<file path="src/rtl/fpu_issue.sv">
// fpu_issue: two-entry request queue that presents FP ops to the FPU, holds them
// until completion and registers the result as a one-cycle write-back.
`ifndef FPU_OP_WIDTH
`define FPU_OP_WIDTH 5
`endif

module fpu_issue #(
  parameter int OP_W = `FPU_OP_WIDTH,
  parameter int TMO  = 15
) (
  input  logic            clk,
  input  logic            rstn,
  input  logic            in_valid,
  output logic            in_ready,
  input  logic [OP_W-1:0] in_op,
  input  logic [31:0]     in_x1,
  input  logic [31:0]     in_x2,
  input  logic [4:0]      in_rd,
  input  logic            in_flag,
  input  logic            flush,
  output logic [31:0]     fpu_x1,
  output logic [31:0]     fpu_x2,
  output logic [OP_W-1:0] fpu_op,
  output logic            fpu_ready,
  input  logic            fpu_valid,
  input  logic [31:0]     fpu_y32,
  input  logic            fpu_y1,
  output logic            wb_valid,
  output logic [4:0]      wb_rd,
  output logic [31:0]     wb_data,
  output logic            wb_flag,
  output logic            wb_y1,
  output logic            busy,
  output logic            err_tmo
);

  typedef struct packed {
    logic [OP_W-1:0] op;
    logic [31:0]     x1;
    logic [31:0]     x2;
    logic [4:0]      rd;
    logic            flag;
  } entry_t;

  // S_DRAIN: head was flushed but the FPU must still finish it; its result is dropped.
  typedef enum logic [1:0] {S_IDLE, S_WAIT, S_DRAIN} state_e;

  state_e      state_q, state_d;
  entry_t      slot_q [2];
  entry_t      slot_d [2];
  entry_t      inEntry;
  logic [1:0]  count_q, count_d;
  logic [7:0]  wdog_q, wdog_d;
  logic        err_q, err_d;
  logic        wbValid_q, wbValid_d;
  logic [4:0]  wbRd_q;
  logic [31:0] wbData_q;
  logic        wbFlag_q;
  logic        wbY1_q;
  logic        push, pop;

  assign inEntry   = '{op: in_op, x1: in_x1, x2: in_x2, rd: in_rd, flag: in_flag};
  assign in_ready  = (count_q != 2'd2) && (state_q != S_DRAIN);
  assign fpu_ready = (count_q != 2'd0);
  assign push      = in_valid && in_ready && !flush;
  assign pop       = fpu_valid && fpu_ready;

  assign fpu_op = fpu_ready ? slot_q[0].op : '0;
  assign fpu_x1 = fpu_ready ? slot_q[0].x1 : '0;
  assign fpu_x2 = fpu_ready ? slot_q[0].x2 : '0;

  always_comb begin
    slot_d  = slot_q;
    count_d = count_q;
    if (pop) begin
      slot_d[0] = slot_q[1];
      count_d   = count_q - 2'd1;
    end
    // Flush keeps only an unfinished head; anything behind it is dropped.
    if (flush) begin
      count_d = (count_q != 2'd0 && !pop) ? 2'd1 : 2'd0;
    end
    if (push) begin
      slot_d[count_d[0]] = inEntry;
      count_d            = count_d + 2'd1;
    end
  end

  always_comb begin
    state_d = state_q;
    if (count_d == 2'd0) begin
      state_d = S_IDLE;
    end else if (flush && !pop) begin
      state_d = S_DRAIN;
    end else if (state_q == S_IDLE || pop) begin
      state_d = S_WAIT;
    end
  end

  always_comb begin
    wbValid_d = pop && !flush && (state_q != S_DRAIN);
    wdog_d    = wdog_q;
    err_d     = err_q;
    if (!fpu_ready || fpu_valid) begin
      wdog_d = '0;
    end else if (wdog_q != 8'hFF) begin
      wdog_d = wdog_q + 8'd1;
    end
    if (wdog_d == 8'(TMO)) begin
      err_d = 1'b1;
    end
  end

  always_ff @(posedge clk or negedge rstn) begin
    if (!rstn) begin
      state_q   <= S_IDLE;
      count_q   <= '0;
      slot_q[0] <= '0;
      slot_q[1] <= '0;
      wdog_q    <= '0;
      err_q     <= 1'b0;
      wbValid_q <= 1'b0;
      wbRd_q    <= '0;
      wbData_q  <= '0;
      wbFlag_q  <= 1'b0;
      wbY1_q    <= 1'b0;
    end else begin
      state_q   <= state_d;
      count_q   <= count_d;
      slot_q    <= slot_d;
      wdog_q    <= wdog_d;
      err_q     <= err_d;
      wbValid_q <= wbValid_d;
      if (pop) begin
        wbRd_q   <= slot_q[0].rd;
        wbData_q <= fpu_y32;
        wbFlag_q <= slot_q[0].flag;
        wbY1_q   <= fpu_y1;
      end
    end
  end

  assign wb_valid = wbValid_q;
  assign wb_rd    = wbRd_q;
  assign wb_data  = wbData_q;
  assign wb_flag  = wbFlag_q;
  assign wb_y1    = wbY1_q;
  assign busy     = fpu_ready || wbValid_q;
  assign err_tmo  = err_q;

endmodule
</file>
<file path="config.mk">
export PLATFORM = sky130hd
export DESIGN_NAME = fpu_issue
export DESIGN_NICKNAME = d
export VERILOG_FILES = /design/src/rtl/fpu_issue.sv
export SDC_FILE = /design/constraint.sdc
export NUM_CORES = 1
export LEC_CHECK = 0
export CAP_MARGIN = 15
export CORE_MARGIN = 4
export CORE_UTILIZATION = 51
export CTS_CLUSTER_DIAMETER = 50
export DETAILED_ROUTE_END_ITERATION = 8
export GPL_TIMING_DRIVEN = 0
export PLACE_DENSITY = 0.79
export SYNTH_ARGS = -nofsm -noshare
export SYNTH_HDL_FRONTEND = slang
export SYNTH_SLANG_ARGS = --single-unit
</file>
<file path="constraint.sdc">
create_clock -name clk -period 6.5 [get_ports clk]
set_clock_uncertainty 0.1 [all_clocks]
set_input_delay 1.625 -clock clk [delete_from_list [all_inputs] [get_ports clk]]
set_output_delay 1.625 -clock clk [all_outputs]
set_load 0.02 [all_outputs]
</file>
==> impl_metrics.ini <==
[placement]
dpl_cell_area_um2 = 11500
placement.io_buffers = 225
post-dp-hpwl_mm = 16.7
dp.cells = 1347
gp_congestion = 0.877

[timing]
timing.final.hold_violations = 0
timing_worst_slew_pin_value_ps = 696
slew_headroom_pct = 53.6
period_minus_slack_ps = 4580
setup-violations-final = 0
rsz0062_at_grt = no
timing.final.crit_share_pct = 70.4
final_max_slew_viol_count = 0
fmax_ghz = 0.219

[floorplanning]
die_w_um = 140
rows = 48
core-area_um2 = 17200
die_footprint_um2 = 19600
initial_core_utilization_pct = 51.8
die_height_um = 140
ioPinCount = 226

[final_layout]
syn2layout_area_growth_pct = 38.6
layout.nets = 1265
final_design_area_no_fill_um2 = 12300
final_util_pct = 71.8
post_layout_nonfiller_instances = 1392
layout_common_cells = 273 x nand2_1, 224 x clkdlybuf4s50_1, 203 x dfrtp_1, 86 x nor2_1
mostFrequentLayoutCell = nand2_1
drive_gt1_share_pct = 11.9

[yosys]
synth.lib_cells_used.distinct = 37
synthesis.area_per_instance_um2 = 9.93
synth_simple_gate_area_share_pct = 22.1
dominant_combinational_cell_family_by_area_after_synthesis = simple AND/OR/NAND/NOR gates
synth_seq_cells = 203
syn-instance-count = 896
postSynth.topFlopCell = dfrtp_1
compound_gate_portion_of_the_synthesized_area_pct = 6.37
synth_async_sr_flop_share_pct = 100
muxShareOfSynthArea_pct = 9.71
synth-edff-count = 0
mappedNetlistArea_um2 = 8900
yosys.area_share.xor_xnor_pct = 0.492
synth-warning-count = 0
synthesis.nets = 1013
ys_seq_area_share_pct = 57.1
post_synthesis_adder_cell_area_fraction_pct = 0.562

[power_and_ir_drop]
power.total_mw = 6.36
peakVddDrop_mv = 0.270
pwr_density_cell_nw_per_um2 = 516
static-leakage-power_nw = 5.45

[worst_hold_path]
hold_start = slot_q[77]
hold_path_class = register to register

[routing]
via_count = 7318
firstDrtPassIters = 5
viasPerCell = 5.26
final_antenna_net_count = 0
drt_iter0_markers = 427
drcViolationCount = 0
postRouteWirelength_mm = 24.3
wl_per_cell_um = 17.5

[setup_path]
critPathMaxFanout = 10
r2r_start = count_q[0]
setup.worst_path.start_class = register
critical_path_required_ps = 4780
crit_arrival_ps = 2850
cp-startpoint = count_q[0]
endpoint_kind = output port
path_class = register to output port

[global_routing]
via_count_of_the_first_global_routing_pass = 7428
grt_start_max_net_pins = 114
grt_overflow = 0
antenna_found_initial = 1
grt_first_pass_wirelength_mm = 39.2
track_usage_pct = 24.4

[clock_tree]
clk_path_buf_depth = 3
cts_inserted_buffers = 24
cts_setup_buffers = 0
clock_sinks = 203
root_buffer = clkbuf_16
cts-htree-levels = 1
clk_transition_reported_paths_ps = 60
worstSkewPairLatency_ps = 500
cts_resized = 0
tritoncts = done
cts-hold-fix-buffers = 0

[run]
maxCapViolations = 0

[outcome]
status = completed
critical path: stages, from the launching register on:
cell and delay (ps):
dfrtp_1 380, inv_1 120, ha_1 180, clkbuf_1 480
clkbuf_1 490, nor2b_1 100, clkdlybuf4s50_1 610
cell families after synthesis:
group                    Yosys count
XOR/XNOR                           5
multiplexers                      77
AND/OR/NAND/NOR                  454
flip-flops                       203
AO/OA/AOI/OAI                     90
adder cells (fa/ha/maj)            4
buffers and inverters             63
per-stage QoR:
step / setup slack (ps) / hold WS, ps / TNS [ps]
6_report: 1920 / 369 / 0
4_1_cts: 1890 / 375 / 0
2_1_floorplan: 2810 / 339 / 0
5_1_grt: 1760 / 400 / 0
3_5_place_dp: 1580 / 361 / 0
3_3_place_gp: -4900 / 351 / -991880
layer usage:
metal | vias up | wire (um) | GRT usage, %
met5 | - | 0 | 0
met4 | 0 | 583 | 7.09
met3 | 36 | 1300 | 4.17
met2 | 243 | 12000 | 41.6
met1 | 3589 | 10400 | 32.4
li1 | 3450 | - | -
power by group:
part	total, mW	switching (mW)	internal (mW)
Clock	1.43	0.515	0.915
Sequential	2.19	0.317	1.88
Combinational	2.74	1.46	1.28
Yosys cell counts, types with 3 or more instances:
master	instances	area, um^2
nand2_1	273	1020
dfrtp_1	203	5080
nor2_1	86	323
a31oi_1	75	469
mux2_2	75	845
nor2b_1	71	444
clkbuf_1	37	139
buf_6	11	124
buf_2	7	35.0
nand2b_1	5	31.3
a21oi_1	4	20.0
ha_1	4	50.1
inv_1	4	15.0
nor3_1	4	20.0
o21ai_0	4	20.0
buf_1	3	11.3
nand3_1	3	15.0
xor2_1	3	26.3
path summary, 6_finish.rpt:
path / depth (start not counted) / slack [ps] / endpoint
worst max-delay path: 6 / 1920 / fpu_x1[29]
worst min-delay path: 2 / 370 / wb_rd[1]
worst max register to register: 9 / 3200 / register
worst min register to register: 2 / 370 / wb_rd[1]
max in group asynchronous: 2 / 4280 / slot_q[129]
min in group asynchronous: 1 / 1020 / wb_data[13]
layout make-up:
class	count	area [um^2]
tap	225	282
clock inverter	6	113
multi-input combinational	630	3490
fill	1278	4840
timing repair buffer	226	2280
inverter	4	15.0
buffer	59	317
clock buffer	38	754
antenna	1	2.50
sequential	203	5080
No activity file was read; power rests on OpenSTA's default activity.
